$ cat config.mk
export PLATFORM = sky130hd
export DESIGN_NAME = balance_ledger
export DESIGN_NICKNAME = d
export VERILOG_FILES = /design/src/rtl/ledger_pkg.sv /design/src/rtl/ledger_table.sv /design/src/rtl/balance_ledger.sv
export SDC_FILE = /design/constraint.sdc
export NUM_CORES = 1
export LEC_CHECK = 0
export CAP_MARGIN = 0
export CORE_MARGIN = 2
export CORE_UTILIZATION = 45
export CTS_CLUSTER_DIAMETER = 80
export DETAILED_ROUTE_END_ITERATION = 6
export SYNTH_ARGS = -nofsm -noshare
export SYNTH_HDL_FRONTEND = slang
export SYNTH_SLANG_ARGS = --single-unit
$ cat constraint.sdc
create_clock -name tick_in -period 5.85 [get_ports tick_in]
set_input_delay 1.4625 -clock tick_in [delete_from_list [all_inputs] [get_ports tick_in]]
set_output_delay 1.4625 -clock tick_in [all_outputs]
set_load 0.005 [all_outputs]
$ cat src/rtl/ledger_pkg.sv
// Shared command codes, status codes and FSM state encoding for the balance ledger.
package ledger_pkg;

    localparam logic [1:0] SIG_NOP      = 2'd0;
    localparam logic [1:0] SIG_QUERY    = 2'd1;
    localparam logic [1:0] SIG_TRANSACT = 2'd2;
    localparam logic [1:0] SIG_CLEAR    = 2'd3;

    localparam logic [2:0] ST_OK           = 3'd0;
    localparam logic [2:0] ST_NOT_FOUND    = 3'd1;
    localparam logic [2:0] ST_INSUFFICIENT = 3'd2;
    localparam logic [2:0] ST_FULL         = 3'd3;
    localparam logic [2:0] ST_OVERFLOW     = 3'd4;

    typedef enum logic [1:0] {
        S_IDLE   = 2'd0,
        S_SEARCH = 2'd1,
        S_UPDATE = 2'd2,
        S_RESP   = 2'd3
    } ledger_state_e;

endpackage

$ cat src/rtl/ledger_table.sv
// DEPTH x (key,balance) register array: one asynchronous read port, one synchronous write port.
module ledger_table #(
    parameter int DEPTH = 16,
    parameter int KEY_W = 32,
    parameter int VAL_W = 32,
    localparam int AW   = $clog2(DEPTH),
    localparam int W    = KEY_W + VAL_W
) (
    input  logic          clk,
    input  logic [AW-1:0] idx,
    output logic [W-1:0]  rdata,
    input  logic          we,
    input  logic [AW-1:0] waddr,
    input  logic [W-1:0]  wdata
);

    logic [W-1:0] mem [DEPTH];

    assign rdata = mem[idx];

    // Contents are not reset; entry_count in the parent defines which rows are live.
    always_ff @(posedge clk) begin
        if (we) begin
            mem[waddr] <= wdata;
        end
    end

endmodule

$ cat src/rtl/balance_ledger.sv
// Key/value balance store: sequential table scan, then credit/debit/query/clear with a status response.
// Define LEDGER_TRACE_EN to print each response (simulation only).
module balance_ledger
    import ledger_pkg::*;
#(
    parameter int DEPTH  = 16,
    parameter int KEY_W  = 32,
    parameter int VAL_W  = 32,
    localparam int CNT_W = $clog2(DEPTH + 1),
    localparam int IDX_W = $clog2(DEPTH)
) (
    input  logic             tick_in,
    input  logic             rst_in,
    // Handshake: a command is accepted on a tick_in edge where req_valid & req_ready; req_ready is high only in IDLE.
    input  logic             req_valid,
    output logic             req_ready,
    input  logic [1:0]       signal,
    input  logic [KEY_W-1:0] key,
    input  logic             transact_kind,
    input  logic [VAL_W-1:0] transact_value,
    output logic             resp_valid,
    output logic [2:0]       resp_status,
    output logic [KEY_W-1:0] resp_key,
    output logic [VAL_W-1:0] resp_balance,
    output logic [CNT_W-1:0] entry_count,
    output ledger_state_e    state_dbg
);

    localparam logic [CNT_W-1:0] CNT_ONE = CNT_W'(1);
    localparam logic [CNT_W-1:0] CNT_MAX = CNT_W'(DEPTH);

    ledger_state_e    state;
    logic [1:0]       cmd_sig;
    logic [KEY_W-1:0] cmd_key;
    logic             cmd_kind;
    logic [VAL_W-1:0] cmd_value;
    logic [CNT_W-1:0] idx;
    logic             hit;
    logic [IDX_W-1:0] hit_idx;
    logic [VAL_W-1:0] hit_bal;

    logic [KEY_W+VAL_W-1:0] rdata;
    logic [KEY_W-1:0]       rd_key;
    logic [VAL_W-1:0]       rd_val;
    logic                   match;
    logic                   last;

    logic [VAL_W:0]         sum;
    logic [2:0]             upd_status;
    logic [VAL_W-1:0]       upd_bal;
    logic                   upd_we;
    logic                   upd_alloc;
    logic [IDX_W-1:0]       upd_waddr;
    logic [KEY_W+VAL_W-1:0] upd_wdata;

    assign req_ready = (state == S_IDLE);
    assign state_dbg = state;

    assign rd_key = rdata[KEY_W+VAL_W-1:VAL_W];
    assign rd_val = rdata[VAL_W-1:0];
    assign match  = (idx < entry_count) && (rd_key == cmd_key);
    // Miss is decided while examining the last live entry, so an empty table still takes one scan cycle.
    assign last   = (idx + CNT_ONE) >= entry_count;

    ledger_table #(
        .DEPTH(DEPTH),
        .KEY_W(KEY_W),
        .VAL_W(VAL_W)
    ) u_table (
        .clk   (tick_in),
        .idx   (idx[IDX_W-1:0]),
        .rdata (rdata),
        .we    (upd_we && (state == S_UPDATE)),
        .waddr (upd_waddr),
        .wdata (upd_wdata)
    );

    assign sum = {1'b0, hit_bal} + {1'b0, cmd_value};

    always_comb begin
        upd_status = ST_OK;
        upd_bal    = hit_bal;
        upd_we     = 1'b0;
        upd_alloc  = 1'b0;
        upd_waddr  = hit_idx;
        upd_wdata  = {cmd_key, cmd_value};
        if (cmd_sig == SIG_QUERY) begin
            if (!hit) begin
                upd_status = ST_NOT_FOUND;
                upd_bal    = '0;
            end
        end else if (cmd_kind) begin
            if (hit) begin
                if (sum[VAL_W]) begin
                    upd_status = ST_OVERFLOW;
                end else begin
                    upd_bal   = sum[VAL_W-1:0];
                    upd_we    = 1'b1;
                    upd_wdata = {cmd_key, sum[VAL_W-1:0]};
                end
            end else if (entry_count < CNT_MAX) begin
                upd_bal   = cmd_value;
                upd_we    = 1'b1;
                upd_alloc = 1'b1;
                upd_waddr = entry_count[IDX_W-1:0];
            end else begin
                upd_status = ST_FULL;
                upd_bal    = '0;
            end
        end else begin
            if (!hit) begin
                upd_status = ST_NOT_FOUND;
                upd_bal    = '0;
            end else if (cmd_value > hit_bal) begin
                upd_status = ST_INSUFFICIENT;
            end else begin
                upd_bal   = hit_bal - cmd_value;
                upd_we    = 1'b1;
                upd_wdata = {cmd_key, hit_bal - cmd_value};
            end
        end
    end

    always_ff @(posedge tick_in) begin
        if (rst_in) begin
            state        <= S_IDLE;
            entry_count  <= '0;
            resp_valid   <= 1'b0;
            resp_status  <= ST_OK;
            resp_key     <= '0;
            resp_balance <= '0;
            cmd_sig      <= SIG_NOP;
            cmd_key      <= '0;
            cmd_kind     <= 1'b0;
            cmd_value    <= '0;
            idx          <= '0;
            hit          <= 1'b0;
            hit_idx      <= '0;
            hit_bal      <= '0;
        end else begin
            resp_valid <= 1'b0;
            case (state)
                S_IDLE: begin
                    if (req_valid) begin
                        cmd_sig   <= signal;
                        cmd_key   <= key;
                        cmd_kind  <= transact_kind;
                        cmd_value <= transact_value;
                        idx       <= '0;
                        hit       <= 1'b0;
                        if (signal == SIG_QUERY || signal == SIG_TRANSACT) begin
                            state <= S_SEARCH;
                        end else if (signal == SIG_CLEAR) begin
                            state <= S_RESP;
                        end
                    end
                end
                S_SEARCH: begin
                    if (match) begin
                        hit     <= 1'b1;
                        hit_idx <= idx[IDX_W-1:0];
                        hit_bal <= rd_val;
                        state   <= S_UPDATE;
                    end else if (last) begin
                        state <= S_UPDATE;
                    end else begin
                        idx <= idx + CNT_ONE;
                    end
                end
                S_UPDATE: begin
                    resp_valid   <= 1'b1;
                    resp_status  <= upd_status;
                    resp_key     <= cmd_key;
                    resp_balance <= upd_bal;
                    if (upd_alloc) begin
                        entry_count <= entry_count + CNT_ONE;
                    end
                    state <= S_RESP;
                end
                S_RESP: begin
                    // CLEAR responds here; scan commands already responded on entry to RESP.
                    if (cmd_sig == SIG_CLEAR) begin
                        entry_count  <= '0;
                        resp_valid   <= 1'b1;
                        resp_status  <= ST_OK;
                        resp_key     <= cmd_key;
                        resp_balance <= '0;
                    end
                    state <= S_IDLE;
                end
                default: state <= S_IDLE;
            endcase
        end
    end

`ifdef LEDGER_TRACE_EN
    always @(posedge tick_in) begin
        if (resp_valid) begin
            $display("Key %d status %d new balance %d", resp_key, resp_status, resp_balance);
        end
    end
`endif

endmodule

==> metrics.yaml, run 1 <==
global_routing:
  grt_pass1_vias: 32000
  grt_max_degree: 110
  grt_pass1_wl_mm: 225
  overflow: 0
  antenna_found_initial: 3
  track_usage: 0.257
yosys:
  syn_nets: 3621
  syn_inst: 3467
  synth.yosys.seq_area_share: 0.656
  ys_seq_elements: 1212
  synth_area_um2: 52600
  synth_edf_count: 1024
  synth_cell_types: 91
  async_flop_share: 0
  yosys_warnings: 0
  syn_avg_cell_area_um2: 15.2
  synthFlopType: "edfxtp_1"
worst_setup_path:
  critPathKind: "reg2reg"
  cp-start-kind: "register"
  r2r_end: "u_table.mem[10][29]"
  cp-end-kind: "register"
  r2r_slack_ns: 0.81
  crit_path_max_fanout: 16
  worstRegToRegCells: 14
  worstPathArrival_ns: 5.48
  critPathRequiredTime_ns: 6.29
  r2r_start: "cmd_value[21]"
cts:
  cts_tree: "yes"
  cts_root_buffer: "clkbuf_16"
  cts_setup_buffers: 0
  ctsHtreeMaxLevel: 4
  clock-sinks: 1212
  clkTransAtPathRegs_ns: 0.06
  cts_buffer_depth: 3
  postCtsHoldBufs: 0
  cts_buffers: 133
  cts_resized: 0
  worstSkewPairLatency_ns: 0.74
sta:
  fin_skew_ns: 0.0348
  worst_slew_pin_slew_ns: 1.35
  hold_viol: 0
  whs_ns: 0.448
  period_needed_ns: 5.04
  worst_slack_ns: 0.809
  clock.fmax_mhz: 198
  tns_ns: 0
  min_period_over_period: 0.862
  drv_slew: 0
  setup_viol_count_final: 0
  maxSlewHeadroom: 0.0985
  rsz0062_at_grt: "no"
die:
  start_util: 0.454
  rows: 125
  core_um2: 116000
  dieArea_um2: 120000
  pin_count: 146
  dieWidth_um: 346
  fp.dieH_um: 346
hold_path:
  min_from: "resp_key[9]"
  hold_class: "reg2reg"
  worstHoldPathCells: 2
  hold_end: "resp_key[9]"
route:
  top_layer_used: "met4"
  wl_met3_mm: 10.4
  wl_per_cell_um: 29.0
  wl_mm: 154
  via_count: 32600
  drt_iter0_markers: 3687
  routed_via_density: 6.11
  wl_met1_mm: 69.2
  firstDrtPassIters: 5
  final_antenna_net_count: 0
  drc_errors: 0
  dr_wl_met2_mm: 70.0
cells_and_area:
  seqCellArea_um2: 34500
  n_antenna_cell: 0
  area_growth_pct: 15.5
  fin_util: 0.524
  multi_input_area_um2: 17000
  final_cells: 5325
  final_cell_area_um2: 60800
  final_nets: 3854
  drive_gt1_frac: 0.176
  nFillCells: 9493
power:
  power_mw: 20.8
  leakage_nw: 19.9
  ir_worst_vdd_mv: 0.319
  p_per_area_nw_per_um2: 343
place:
  dpl.hpwl_mm: 97.0
  gp_congestion: 0.980
  dp_cells: 5089
  postPlaceCellArea_um2: 56600
  dp_slack_ns: 0.895
  placement.io_buffers: 145
run_status:
  status: "finished, final reports clean"
run:
  cap_violations: 0
==> state kept, by name, summed over array words and instances (netlist names), 3 cells and up, named ones only <==
| name | cells |
|---|---|
| resp_key | 32 |
| resp_status | 3 |
| cmd_key | 32 |
| cmd_value | 32 |
| hit_idx | 4 |
| hit_bal | 32 |
| resp_balance | 32 |
| u_table.mem | 1024 |
| idx | 5 |
| entry_count | 5 |
==> cells in the mapped netlist, types with 26 or more instances <==
| cell type | number | area (µm²) |
|---|---|---|
| edfxtp_1 | 1024 | 30700 |
| nand2_1 | 310 | 1160 |
| a21oi_1 | 264 | 1320 |
| mux4_2 | 255 | 5740 |
| dfxtp_1 | 188 | 3760 |
| nor2_1 | 175 | 657 |
| mux2i_1 | 148 | 1480 |
| clkbuf_1 | 121 | 454 |
| o21ai_0 | 97 | 485 |
| xnor2_1 | 84 | 736 |
| ha_1 | 82 | 1030 |
| inv_1 | 74 | 278 |
| nor3_1 | 45 | 225 |
| buf_1 | 36 | 135 |
| a31oi_1 | 35 | 219 |
| a22oi_1 | 32 | 240 |
| nand3_1 | 31 | 155 |
| o22ai_1 | 29 | 181 |
| nor2b_1 | 26 | 163 |
==> logic make-up (layout without fill, tap and decap cells) <==
logic type      Yosys count  count (layout)  synth area share
buf+inv                 287             621            0.0251
compound gates          664             664            0.0794
fa+ha+maj                84              84            0.0202
simple gates            686             686            0.0579
mux                     431             431             0.145
xor+xnor                103             103            0.0171
flops                  1212            1212             0.656
==> metal layers <==
layer / up-vias / GRT usage
met5: - / 0
met3: 271 / 0.0403
li1: 14000 / -
met1: 16900 / 0.378
met4: 0 / 0.0843
met2: 1368 / 0.393
==> worst max-delay path, stage by stage (launching register included) <==
cell and delay [ns]:
dfxtp_1 0.47, inv_1 0.08, ha_1 0.59, nand4_1 0.23, or3_1 0.46, a211oi_1 0.61, o2111a_1 0.33, nor3_4 0.11
nand2b_1 0.20, buf_4 0.26, nor2_1 0.64, a22oi_1 0.20, o22ai_1 0.18, a21oi_1 0.10, buf_4 0.25
==> layout make-up <==
type,count,area share
clock buffers,165,0.0577
clock inverters,71,0.0110
inverters,82,0.00510
multi-input cells,1968,0.279
flip-flops and latches,1212,0.568
well taps,1524,0.0313
repair buffers,303,0.0479
==> how the worst max path moves through the flow <==
stage	start	slack, ns	cells past startpoint	to
finish	cmd_value[21]	0.81	14	u_table.mem[10][29]
global route	cmd_value[10]	0.43	12	u_table.mem[4][26]
CTS	cmd_value[10]	0.83	12	u_table.mem[15][26]
detailed placement	cmd_value[10]	0.89	12	u_table.mem[4][26]
global placement	cmd_value[10]	0.92	14	u_table.mem[1][0]
floorplan	cmd_value[9]	-0.45	15	u_table.mem[0][0]
==> placed cells by master (no fill, tap or decap), types with 15 or more instances in the layout <==
cell type,synthesis,final
nor2_1,175,155
a211oi_1,24,24
buf_12,6,22
o21ai_0,97,97
edfxtp_1,1024,1024
clkinv_1,5,33
nand2_1,310,308
mux2_2,23,23
a21oi_1,264,264
inv_1,74,74
ha_1,82,82
nor2_4,0,17
xor2_1,19,19
buf_4,14,136
o21bai_1,19,19
a31oi_1,35,35
o31ai_1,16,16
a22oi_1,32,32
nand4_1,19,19
mux2i_1,148,148
clkinv_2,0,15
nor3_1,45,45
nand3_1,31,30
mux4_2,255,255
a21o_1,18,18
clkdlybuf4s50_1,0,144
xnor2_1,84,84
clkbuf_16,0,135
clkbuf_1,121,28
dfxtp_1,188,182
nor2b_1,26,24
o22ai_1,29,29
==> where the power goes <==
| group | leakage (nW) | switching [mW] | internal, mW | total [mW] |
|---|---|---|---|---|
| Clock | 2.02 | 3.39 | 4.67 | 8.06 |
| Sequential | 10.9 | 0.288 | 9.87 | 10.2 |
| Combinational | 6.93 | 1.77 | 0.841 | 2.62 |
| Total | 19.9 | 5.45 | 15.4 | 20.8 |
Power figures use the tool's default switching activity.
==> run 2: changes to the inputs <==
Settings changed: SYNTH_HIERARCHICAL set to 1.
==> run 2 against run 1 <==
The flow now finishes with violations (DRC). Fmax down 12%. Wire length down 1.1%. Clock power down 1%.
==> metrics.yaml, run 2 <==
cts:
  cts_buffers: 131  # was 133
  postCtsHoldBufs: 0  # unchanged
  ctsHtreeMaxLevel: 4  # unchanged
  cts_tree: "yes"  # unchanged
  cts_resized: 0  # unchanged
  cts_buffer_depth: 3  # unchanged
  cts_root_buffer: "clkbuf_16"  # unchanged
  worstSkewPairLatency_ns: 0.75  # was 0.74 ns
  clkTransAtPathRegs_ns: 0.06  # about the same
  clock-sinks: 1208  # was 1212
power:
  p_per_area_nw_per_um2: 359  # was 343 nW/µm²
  pwr-share-clk: 0.372  # was 0.387
  p_int_mw: 15.6  # was 15.4 mW
  leakage_nw: 19.8  # was 19.9 nW
  power.switching_mw: 5.82  # was 5.45 mW
  combPwrFrac: 0.160  # was 0.126
  ir_worst_vdd_mv: 0.286  # was 0.319 mV
  swShare: 0.272  # was 0.262
  pwr-share-seq: 0.468  # was 0.488
route:
  wl_per_cell_um: 29.2  # was 29.0 µm
  wl_mm: 153  # was 154 mm
  routed_via_density: 6.08  # was 6.11
  via_count: 31800  # was 32.6k
  drc_errors: 9  # was 0
  final_antenna_net_count: 0  # unchanged
  drt_iter0_markers: 3628  # was 3687
  firstDrtPassIters: 7  # was 5
global_routing:
  antenna_found_initial: 2  # was 3
  grt_pass1_wl_mm: 220  # was 225 mm
  track_usage: 0.260  # was 0.257
  overflow: 0  # unchanged
  grt_pass1_vias: 31300  # was 32.0k
  grt_max_degree: 77  # was 110
cells_and_area:
  multi_input_area_um2: 16100  # was 17000 µm²
  final_common_cell: "edfxtp_1"  # unchanged
  top_register: "u_table/mem"  # was u_table.mem
  area_growth_pct: 15.6  # was 15.5%
  layout_common_cells: "edfxtp_1 (1024), nand2_1 (370), a21oi_1 (256), mux4_2 (256), dfxtp_1 (181)"  # was edfxtp_1 (1024), nand2_1 (308), a21oi_1 (264), mux4_2 (255), dfxtp_1 (182)
  nFillCells: 9425  # was 9493
  seqCellArea_um2: 34400  # was 34500 µm²
  fin_util: 0.523  # was 0.524
  final_nets: 3777  # was 3854
  largest_register_ffs: 1024  # unchanged
  drive_gt1_frac: 0.182  # was 0.176
  n_antenna_cell: 0  # unchanged
hold_path:
  hold_class: "reg2reg"  # unchanged
  worstHoldPathCells: 2  # unchanged
yosys:
  yosys_warnings: 6  # was 0
  ys_seq_elements: 1208  # was 1212
  ys_top_cells_by_area: "edfxtp_1 (60%), mux4_2 (11%), dfxtp_1 (7.1%)"  # was edfxtp_1 (58%), mux4_2 (11%), dfxtp_1 (7.1%)
  synth.yosys.seq_area_share: 0.668  # was 0.656
  async_flop_share: 0  # unchanged
  synthFlopType: "edfxtp_1"  # unchanged
  synth_edf_count: 1024  # unchanged
  yosysMostFrequentCell: "edfxtp_1"  # unchanged
  synth_area_leader_cell: "edfxtp_1"  # unchanged
  synth_cell_types: 96  # was 91
  synth_top_area_frac: 0.596  # was 0.584
  syn_nets: 3537  # was 3621
  synth_area_um2: 51600  # was 52600 µm²
  syn_avg_cell_area_um2: 15.2  # about the same
  synth_commonest_cells: "edfxtp_1 (1024), nand2_1 (372), a21oi_1 (256), mux4_2 (256), dfxtp_1 (184)"  # was edfxtp_1 (1024), nand2_1 (310), a21oi_1 (264)
  syn_inst: 3383  # was 3467
worst_setup_path:
  r2r_end: "u_table/mem[10][41]"  # was u_table.mem[10][29]
  cp-end-kind: "register"  # unchanged
  cp-start-kind: "register"  # unchanged
  crit_path_max_fanout: 46  # was 16
  critPathKind: "reg2reg"  # unchanged
  setup.worst_path.start: "cmd_value[13]"  # was cmd_value[21]
  setup.worst_path.end: "u_table/mem[10][41]"  # was u_table.mem[10][29]
  r2r_slack_ns: 0.12  # was 0.81 ns
  critPathRequiredTime_ns: 6.22  # was 6.29 ns
  worstPathArrival_ns: 6.10  # was 5.48 ns
  worstRegToRegCells: 14  # unchanged
  r2r_start: "cmd_value[13]"  # was cmd_value[21]
place:
  dp_slack_ns: -0.0212  # was 0.895 ns
  placement.io_buffers: 145  # unchanged
  gp_congestion: 0.979  # was 0.980
  dpl.hpwl_mm: 95.3  # was 97.0 mm
sta:
  period_needed_ns: 5.73  # was 5.04 ns
  drv_slew: 0  # unchanged
  hold_viol: 0  # unchanged
  fin_skew_ns: 0.0384  # was 0.0348 ns
  worst_slack_ns: 0.115  # was 0.809 ns
  maxSlewHeadroom: 0.0991  # was 0.0985
  whs_ns: 0.437  # was 0.448 ns
  setup_viol_count_final: 0  # unchanged
  min_period_over_period: 0.980  # was 0.862
  clock.fmax_mhz: 174  # was 198 MHz
  worst_slew_pin_slew_ns: 1.35  # about the same
  rsz0062_at_grt: "no"  # unchanged
die:
  fp.dieH_um: 343  # was 346 µm
  start_util: 0.452  # was 0.454
  dieWidth_um: 343  # was 346 µm
  pin_count: 146  # unchanged
  rows: 124  # was 125
  core_um2: 114000  # was 116000 µm²
  dieArea_um2: 117000  # was 120000 µm²
run_status:
  violations: "DRC"
  status: "complete, but fails checks"  # was finished, final reports clean
run:
  cap_violations: 0  # unchanged
run 2: final cells by class:
class / count / share of cell area
Multi-Input combinational cell: 1901 / 0.270
Sequential cell: 1208 / 0.578
Clock buffer: 167 / 0.0591
Clock inverter: 66 / 0.00991
Timing Repair Buffer: 302 / 0.0467
Inverter: 79 / 0.00497
Tap cell: 1512 / 0.0317
run 2: worst min path at each step:
stage | slack, ns | end | from
floorplan | 0.43 | resp_balance[2] | resp_balance[2]
CTS | 0.44 | resp_balance[2] | resp_balance[2]
finish | 0.44 | resp_balance[2] | resp_balance[2]
detailed placement | 0.44 | resp_balance[2] | resp_balance[2]
global route | 0.47 | resp_key[4] | resp_key[4]
global placement | 0.43 | resp_balance[2] | resp_balance[2]
run 2: per-stage QoR:
stage               total power [mW]  setup TNS [ns]  std cells  instance area, µm²
floorplan                       12.3          -98.14       3383               51600
global placement                13.6          -0.442       5001               55500
detailed placement              13.6          -0.575       5001               55500
CTS                             21.5               0       5235               59600
global route                    22.1               0       5235               59600
finish                          21.4               0       5235               59600
run 2: cells by family (layout without fill, tap and decap cells):
logic type | Yosys count | count (layout) | synth area share
adders and majority gates | 84 | 84 | 0.0207
buffers and inverters | 274 | 614 | 0.0243
xor gates and xnor gates | 91 | 91 | 0.0155
and+or+nand+nor | 723 | 723 | 0.0623
muxes | 301 | 301 | 0.121
DFF | 1208 | 1208 | 0.668
AOI/OAI and AO/OA | 702 | 702 | 0.0892
run 2: per-layer routing:
layer | part of all wire | track usage | wire [µm]
met3 | 0.070 | 0.0410 | 10700
met2 | 0.48 | 0.418 | 72700
met5 | 0 | 0 | 0
met4 | 0.032 | 0.0847 | 4900
met1 | 0.42 | 0.365 | 64300
run 2: power groups by stage:
stage               clock, mW  sequential, mW  combinational, mW
finish                   7.96            10.0               3.43
global placement            0            10.2               3.40
detailed placement          0            10.2               3.40
floorplan                   0            10.1               2.17
CTS                      8.08            10.0               3.42
global route             8.42            10.0               3.67
run 2: critical path, cell delays in order (launching register included):
cell,delay (ns)
dfxtp_1,0.41
inv_1,0.09
ha_1,0.64
and4_4,0.37
nand4_1,0.24
a211oi_1,0.76
or4b_4,0.29
a21oi_4,0.06
nor2_1,0.14
nor2_1,0.05
nor2_1,0.26
o211a_1,0.35
nand3b_1,0.37
nor2_4,0.80
buf_12,0.39
run 2: what timing repair did:
action / 4_1_cts / 5_1_grt
endpoints found under the setup margin: 47 / 0
setup buffers: 1 / 0
hold endpoints to repair: 0 / 0
